<file path="src/rtl/demux1_4_buf_if.sv">
// Handshake bundle for demux1_4_buf: one valid/ready input port and four
// valid/ready output lanes, plus the round-robin pointer.
interface demux1_4_buf_if #(
    parameter int WIDTH = 4
);
    logic [WIDTH-1:0] data_in;
    logic             in_valid;
    logic             in_ready;
    logic [1:0]       sel;
    logic             auto;
    logic [WIDTH-1:0] out0;
    logic [WIDTH-1:0] out1;
    logic [WIDTH-1:0] out2;
    logic [WIDTH-1:0] out3;
    logic [3:0]       out_valid;
    logic [3:0]       out_ready;
    logic [1:0]       ptr;

    // master = producer/consumer side, slave = the demultiplexer itself
    modport master (
        output data_in, in_valid, sel, auto, out_ready,
        input  in_ready, out0, out1, out2, out3, out_valid, ptr
    );

    modport slave (
        input  data_in, in_valid, sel, auto, out_ready,
        output in_ready, out0, out1, out2, out3, out_valid, ptr
    );
endinterface

</file>
<file path="src/rtl/demux1_4_buf.sv">
// Buffered 1-to-4 demultiplexer: each accepted word lands in a one-deep lane
// register chosen by sel or by a round-robin pointer.
module demux1_4_buf #(
    parameter int WIDTH = 4
) (
    input logic            clk,
    input logic            reset,
    demux1_4_buf_if.slave  bus
);
    localparam int LANES = 4;

    logic [WIDTH-1:0] lane_data      [LANES];
    logic [WIDTH-1:0] lane_data_next [LANES];
    logic [LANES-1:0] lane_valid;
    logic [LANES-1:0] lane_valid_next;
    logic [1:0]       ptr_q;
    logic [1:0]       ptr_next;
    logic [1:0]       target;
    logic             accept;

    assign target = bus.auto ? ptr_q : bus.sel;

    // Only the target lane can block the input; a draining lane frees its slot this cycle.
    assign bus.in_ready = !reset && (!lane_valid[target] || bus.out_ready[target]);
    assign accept       = bus.in_valid && bus.in_ready;

    always_comb begin
        // NOTE: every next-state signal gets a default before any condition, so no path leaves one unassigned (no latch).
        lane_data_next  = lane_data;
        lane_valid_next = lane_valid & ~bus.out_ready;
        ptr_next        = ptr_q;
        if (accept) begin
            lane_data_next[target]  = bus.data_in;
            lane_valid_next[target] = 1'b1;
            if (bus.auto) begin
                ptr_next = ptr_q + 2'd1;
            end
        end
    end

    always_ff @(posedge clk) begin
        // NOTE: non-blocking assignments here so all registers update together from pre-edge values.
        if (reset) begin
            // NOTE: the lane data registers are reset as well, not just the valid bits, because outputs must read zero after reset.
            for (int i = 0; i < LANES; i++) begin
                lane_data[i] <= '0;
            end
            lane_valid <= '0;
            ptr_q      <= '0;
        end else begin
            lane_data  <= lane_data_next;
            lane_valid <= lane_valid_next;
            ptr_q      <= ptr_next;
        end
    end

    assign bus.out0      = lane_data[0];
    assign bus.out1      = lane_data[1];
    assign bus.out2      = lane_data[2];
    assign bus.out3      = lane_data[3];
    assign bus.out_valid = lane_valid;
    assign bus.ptr       = ptr_q;
endmodule

</file>
<file path="src/flat_wrapper.sv">
// flat-port wrapper written by rule: the top's interface ports become plain ports
module demux1_4_buf_flat 
#(
    parameter int WIDTH = 4
)
  (clk, reset, bus_data_in, bus_in_valid, bus_sel, bus_auto, bus_out_ready, bus_in_ready, bus_out0, bus_out1, bus_out2, bus_out3, bus_out_valid, bus_ptr);
  demux1_4_buf_if #(.WIDTH(WIDTH)) bus_i ();
  input logic clk;
  input logic reset;
  input wire logic [$bits(bus_i.data_in)-1:0] bus_data_in;
  input wire logic [$bits(bus_i.in_valid)-1:0] bus_in_valid;
  input wire logic [$bits(bus_i.sel)-1:0] bus_sel;
  input wire logic [$bits(bus_i.auto)-1:0] bus_auto;
  input wire logic [$bits(bus_i.out_ready)-1:0] bus_out_ready;
  output wire logic [$bits(bus_i.in_ready)-1:0] bus_in_ready;
  output wire logic [$bits(bus_i.out0)-1:0] bus_out0;
  output wire logic [$bits(bus_i.out1)-1:0] bus_out1;
  output wire logic [$bits(bus_i.out2)-1:0] bus_out2;
  output wire logic [$bits(bus_i.out3)-1:0] bus_out3;
  output wire logic [$bits(bus_i.out_valid)-1:0] bus_out_valid;
  output wire logic [$bits(bus_i.ptr)-1:0] bus_ptr;
  assign bus_i.data_in = bus_data_in;
  assign bus_i.in_valid = bus_in_valid;
  assign bus_i.sel = bus_sel;
  assign bus_i.auto = bus_auto;
  assign bus_i.out_ready = bus_out_ready;
  assign bus_in_ready = bus_i.in_ready;
  assign bus_out0 = bus_i.out0;
  assign bus_out1 = bus_i.out1;
  assign bus_out2 = bus_i.out2;
  assign bus_out3 = bus_i.out3;
  assign bus_out_valid = bus_i.out_valid;
  assign bus_ptr = bus_i.ptr;
  demux1_4_buf #(.WIDTH(WIDTH)) u_core (.clk(clk), .reset(reset), .bus(bus_i));
endmodule
</file>
<file path="config.mk">
export PLATFORM = sky130hd
export DESIGN_NAME = demux1_4_buf_flat
export DESIGN_NICKNAME = d
export VERILOG_FILES = /design/src/rtl/demux1_4_buf_if.sv /design/src/rtl/demux1_4_buf.sv /design/src/flat_wrapper.sv
export SDC_FILE = /design/constraint.sdc
export NUM_CORES = 1
export LEC_CHECK = 0
export ABC_AREA = 1
export CAP_MARGIN = 20
export CORE_ASPECT_RATIO = 1.2
export CORE_UTILIZATION = 38
export CTS_CLUSTER_DIAMETER = 100
export DETAILED_ROUTE_END_ITERATION = 8
export GPL_TIMING_DRIVEN = 0
export HOLD_SLACK_MARGIN = 0.15
export PLACE_DENSITY = 0.64
export SYNTH_ARGS = -nofsm -noshare
export SYNTH_HDL_FRONTEND = slang
export SYNTH_SLANG_ARGS = --single-unit
export TNS_END_PERCENT = 100
</file>
<file path="constraint.sdc">
create_clock -name clk -period 2.5 [get_ports clk]
set_input_delay 0.375 -clock clk [delete_from_list [all_inputs] [get_ports clk]]
set_output_delay 0.375 -clock clk [all_outputs]
set_load 0.03 [all_outputs]
</file>
==> metrics.txt, run 1 <==
die width=52.3 um; Worst path most repeated cell=nand2_1; WL final=2510 um; top post-synthesis cells by area=dfxtp_1 38%, nand2_1 18%, nor2_1 11%, inv_1 8.5%, nand4_4 7.4%; CP cell instances=clkdlybuf4s50_1 > nand2_4 > nand2_4 > nand2_1 > nand2_1 > nand2_1 > nand2_1 > inv_2 > a21oi_1 > clkbuf_2; Mapped Cells=172; status=finished clean; Place WS=-268 ps; skew final=6.45 ps; Core Box Area=0.00284 sq mm; GR Overflow Total=0; Internal=516 uW; layout cells sized above 1=11.4%; final hold vios=0; kind of end point of the critical path=output pin; Comb pwr share=22.4%; Setup CP Type=primary input to output pin; # diodes=0; Fmax=434 MHz; DR pass1 iterations=4; Min-Delay Path Class=primary input to flip-flop; RSZ-0062 raised after global routing=false; area grow syn2layout=35.9%; Commonest cells post-synth=54 x nand2_1, 35 x nor2_1, 26 x inv_1; largest net degree at the start of global routing=13; post-cts hold buffer count=0; Clock transition at path regs=110 ps; initial DRC count=13; total power draw=723 uW; post-route minimum period=2310 ps; post-detail-place hpwl=1870 um; Pleak=0.000769 uW; switching share of power=28.7%; Initial Util=40.7%; Num CTS Buffers=3; DR vias/cell=4.56; post-synth top area share=38.1%; Clock Path Buffers=2; CP arrival=1930 ps; post-CTS setup buffers=0; CP required=2120 ps; DIE AREA=0.00326 sq mm; area leader, netlist=dfxtp_1; CP startpoint kind=primary input; register bit total from synthesis=22; Syn Nets=186; Max VDD drop=343 uV; Cell variety after synth=17; Remaining DRCs=0; Syn Std Cell Area=0.00115 sq mm; area post-placement=0.00154 sq mm; CTS tree=yes; Max Slew Vio Count=0; Primary FF master, synth=dfxtp_1; final setup TNS=0 ps; count of warnings emitted by yosys=0; EDFF count, synth=0; clock share of power=26.4%; Slew @ Worst Pin=396 ps; Rows=21; Finish-stage setup viols=0; Multi-input gate area=576 sq um; design area=0.00157 sq mm; Final period util=92.2%; Routability Congestion=0.765; register area share after synthesis=38.1%; Psw=208 uW; Avg Cell Area, Syn=6.71 sq um; P per Cell Area=461 mW/mm^2; Top-Level Pins=37; most common cell in the netlist=nand2_1; clk_lat worst skew=300 ps; CTS Sinks=22; gr usage total=16.2%; sequential share of power=51.2%; vias in the first global route=997; Max Cap Viol=0; H-tree levels=1; final net count=225; Die H=62.4 um; slowest stage cell, crit path=clkdlybuf4s50_1; antenna violations before repair=0; Port Buf Inserts=34; antenna viol nets, final=0; Worst Slack Setup Final=194 ps; FFs w/ async S/R, synth=0%; CP peak stage delay=630 ps; crit-path max FO=8; Reg area=440 sq um; DR vias=1,112; Clock Tree Root=clkbuf_4; first-pass GRT wire length=4100 um; fillers=303; WL per Instance=10.3 um; Worst slew margin=73.6%
-- metal layers --
| metal | share of wire (%) | track usage (%) | vias to the layer above | routed length (um) |
|---|---|---|---|---|
| met2 | 50 | 27.8 | 21 | 1270 |
| met4 | 1.2 | 6.91 | 0 | 30 |
| met1 | 44 | 18.8 | 494 | 1100 |
| li1 | - | - | 593 | - |
| met3 | 4.5 | 3.16 | 4 | 113 |
| met5 | 0 | 0 | - | 0 |
-- flip-flops by register name (all words and copies together) (netlist names) --
name / count
u_core.bus.out_valid: 4
u_core.bus.out2: 4
u_core.bus.out0: 4
u_core.bus.ptr: 2
u_core.bus.out1: 4
u_core.bus.out3: 4
-- critical path: cells and delay by family --
family                 cells  cell delay [ps]
AND/OR/NAND/NOR            6              500
buffers and inverters      3              920
AO/OA/AOI/OAI              1              140
-- layout make-up --
class                           instances  area share [%]
Tap cell                               34            2.71
Clock buffer                            4            2.31
Timing Repair Buffer                   34            21.4
Multi-Input combinational cell        114            36.7
Sequential cell                        22            28.1
Inverter                               32            7.66
Buffer                                  4            1.20
-- cell usage in the layout (no fill, tap or decap) --
| master | n |
|---|---|
| clkbuf_2 | 1 |
| clkinv_1 | 2 |
| a21oi_1 | 5 |
| clkbuf_1 | 1 |
| clkbuf_4 | 3 |
| nand4_4 | 4 |
| clkbuf_8 | 1 |
| o21ai_2 | 1 |
| inv_1 | 26 |
| clkdlybuf4s50_1 | 33 |
| nand2_4 | 4 |
| nor2_1 | 35 |
| a31oi_1 | 2 |
| nand4_1 | 2 |
| buf_2 | 3 |
| nand3_1 | 4 |
| nand2_1 | 54 |
| nand2_8 | 1 |
| nand2_2 | 2 |
| inv_2 | 4 |
| dfxtp_1 | 22 |
-- kinds of logic (layout without fill, tap and decap cells) --
group	count (synthesis)	in the layout	synth area share (%)
flip-flops	22	22	38.1
AND/OR/NAND/NOR	106	106	45.8
AO/OA/AOI/OAI	8	8	4.01
buffers and inverters	36	74	12.0
-- worst paths after layout --
check	start	end	slack (ps)	depth (start not counted)
worst max-delay path	bus_auto	bus_in_ready	190	10
worst min-delay path	reset	u_core.bus.out_valid[0]	450	2
worst max register to register	u_core.bus.ptr[0]	u_core.bus.out3[1]	980	12
worst min register to register	u_core.bus.out_valid[1]	u_core.bus.out_valid[1]	490	2
-- stage by stage --
stage                     utilization [%]  hold WS, ps  instances
final                                55.3          454        244
after global routing                 55.3          442        244
after CTS                            55.4          442        244
after detailed placement             54.2          478        240
after global placement               54.2          471        240
after floorplan                         -          510        172
-- power by group through the flow --
stage,sequential [uW],combinational [uW],clock (uW)
finish,371,162,191
global route,373,176,216
CTS,371,163,200
detailed placement,379,163,0
global placement,378,160,0
floorplan,404,74.9,0
-- timing repair --
item / CTS / global route
pin swaps: 0 / 0
gates resized for setup: 1 / 2
endpoints found under the setup margin: 1 / 1
gates cloned: 0 / 0
Note: power is estimated with default switching activity, not from simulation.
==> run 2: changes to the inputs <==
--- a/config.mk
+++ b/config.mk
@@ -6,14 +6,14 @@
 export NUM_CORES = 1
 export LEC_CHECK = 0
 export ABC_AREA = 1
-export CAP_MARGIN = 20
+export CAP_MARGIN = 5
 export CORE_ASPECT_RATIO = 1.2
-export CORE_UTILIZATION = 38
+export CORE_UTILIZATION = 33
 export CTS_CLUSTER_DIAMETER = 100
 export DETAILED_ROUTE_END_ITERATION = 8
 export GPL_TIMING_DRIVEN = 0
 export HOLD_SLACK_MARGIN = 0.15
-export PLACE_DENSITY = 0.64
+export PLACE_DENSITY = 0.56
 export SYNTH_ARGS = -nofsm -noshare
 export SYNTH_HDL_FRONTEND = slang
 export SYNTH_SLANG_ARGS = --single-unit
==> metrics.txt, run 2 (same netlist as run 1, synthesis figures left out) <==
status=finished clean; kind of end point of the critical path=output pin; clk_lat worst skew=260 ps; Cells after DPL=243; Max VDD drop=349 uV; Clock transition at path regs=80 ps; Port Buf Inserts=34; Buf+Inv Stages, Crit Path=3; Non-Filler Instances=246; layout cells sized above 1=11.0%; fillers=344; crit-path max FO=8; Rows=23; Worst slew margin=73.6%; gr usage total=15.2%; Clock Tree Root=clkbuf_8; CTS Sinks=22; Crit path max-delay family=buffers and inverters; Worst path most repeated cell=nand2_1; final hold vios=0; Max Slew Vio Count=0; Final Util=47.3%; largest net degree at the start of global routing=12; Max Cap Viol=0; Routability Congestion=0.744; antenna viol nets, final=0; CP peak stage delay=620 ps; vias in the first global route=1,045; Fmax=441 MHz; final net count=225; post-detail-place hpwl=1930 um; slowest stage cell, crit path=clkdlybuf4s50_1; post-cts hold buffer count=0; Core Box Area=0.00334 sq mm; CP startpoint kind=primary input; WL final=2590 um; initial DRC count=23; Min-Delay Path Class=flip-flop to flip-flop; DR pass1 iterations=4; R2R Setup Slk=980 ps; WL per Instance=10.5 um; Hold WS=489 ps; first-pass GRT wire length=4350 um; skew final=3.85 ps; die width=56 um; H-tree levels=1; area grow syn2layout=36.6%; DIE AREA=0.00374 sq mm; Final period util=90.6%; CP required=2120 ps; DR vias=1,108; most frequent cells in the layout=54 x nand2_1, 35 x nor2_1, 33 x clkdlybuf4s50_1; Setup CP Type=primary input to output pin; CTS tree=yes; Die H=66.8 um; Initial Util=34.6%; Clock Path Buffers=2; GR Overflow Total=0; post-route minimum period=2270 ps; most common cell after layout, fill and taps aside=nand2_1; antenna violations before repair=0; CP arrival=1890 ps; P per Cell Area=479 mW/mm^2; Reg area=440 sq um; Remaining DRCs=0; Multi-input gate area=576 sq um; Pleak=0.000769 uW; RSZ-0062 raised after global routing=false; DR vias/cell=4.50; # diodes=0; Top-Level Pins=37; Slew @ Worst Pin=395 ps; Finish-stage setup viols=0; Num CTS Buffers=3; CP cell instances=clkdlybuf4s50_1 > nand2_4 > nand2_4 > nand2_1 > nand2_1 > nand2_1 > nand2_1 > inv_2 > a21oi_1 > clkbuf_2
==> run 2: cell count changes in the layout (fill, tap and decap cells not counted), sizes merged <==
cell    before  now
clkbuf       6    5
==> run 2: area by class of cell <==
cell class / instances / share of cell area [%]
Tap cell: 37 / 2.93
Buffer: 4 / 1.19
Sequential cell: 22 / 27.9
Multi-Input combinational cell: 114 / 36.5
Inverter: 32 / 7.61
Timing Repair Buffer: 34 / 21.3
Clock buffer: 3 / 2.62
==> run 2: worst paths after layout <==
| kind | cells after the start | end | startpoint |
|---|---|---|---|
| worst max-delay path | 10 | bus_in_ready | bus_auto |
| worst min register to register | 2 | u_core.bus.out_valid[2] | u_core.bus.out_valid[2] |
| worst max register to register | 11 | u_core.bus.out1[3] | u_core.bus.ptr[0] |
| worst min-delay path | 2 | u_core.bus.out_valid[2] | u_core.bus.out_valid[2] |
==> run 2: worst reg2reg max path, delay by kind of cell, from the launching register on <==
kind          cells  cell delay (ps)
flops             1              390
simple gates     10              950
buf+inv           1               60
==> run 2: routing by layer <==
metal	global-route usage [%]	wire length [um]	vias to the layer above
met5	0	0	-
met4	10.1	86	0
met3	3.88	158	6
met2	25.6	1230	30
met1	17.0	1110	488
li1	-	-	584
==> run 2: power breakdown <==
group          internal, uW  switching, uW
logic                  63.4           98.3
registers               363           7.21
clock network           108            116
==> run 2: through the flow <==
stage	instance area (sq um)	setup TNS, ps	setup slack [ps]	power (uW)
after floorplan	1150	0	590	479
after global placement	1540	-234	-234	540
after detailed placement	1540	-234	-234	542
after CTS	1580	0	40.9	766
after global routing	1580	0	84.1	792
final	1580	0	234	755
==> run 2: repair_timing <==
item / in CTS / in global routing
resized for setup: 1 / 2
endpoints found under the hold margin: 0 / 0
endpoints found under the setup margin: 1 / 1
buffers inserted: 0 / 0
pin swaps: 0 / 0
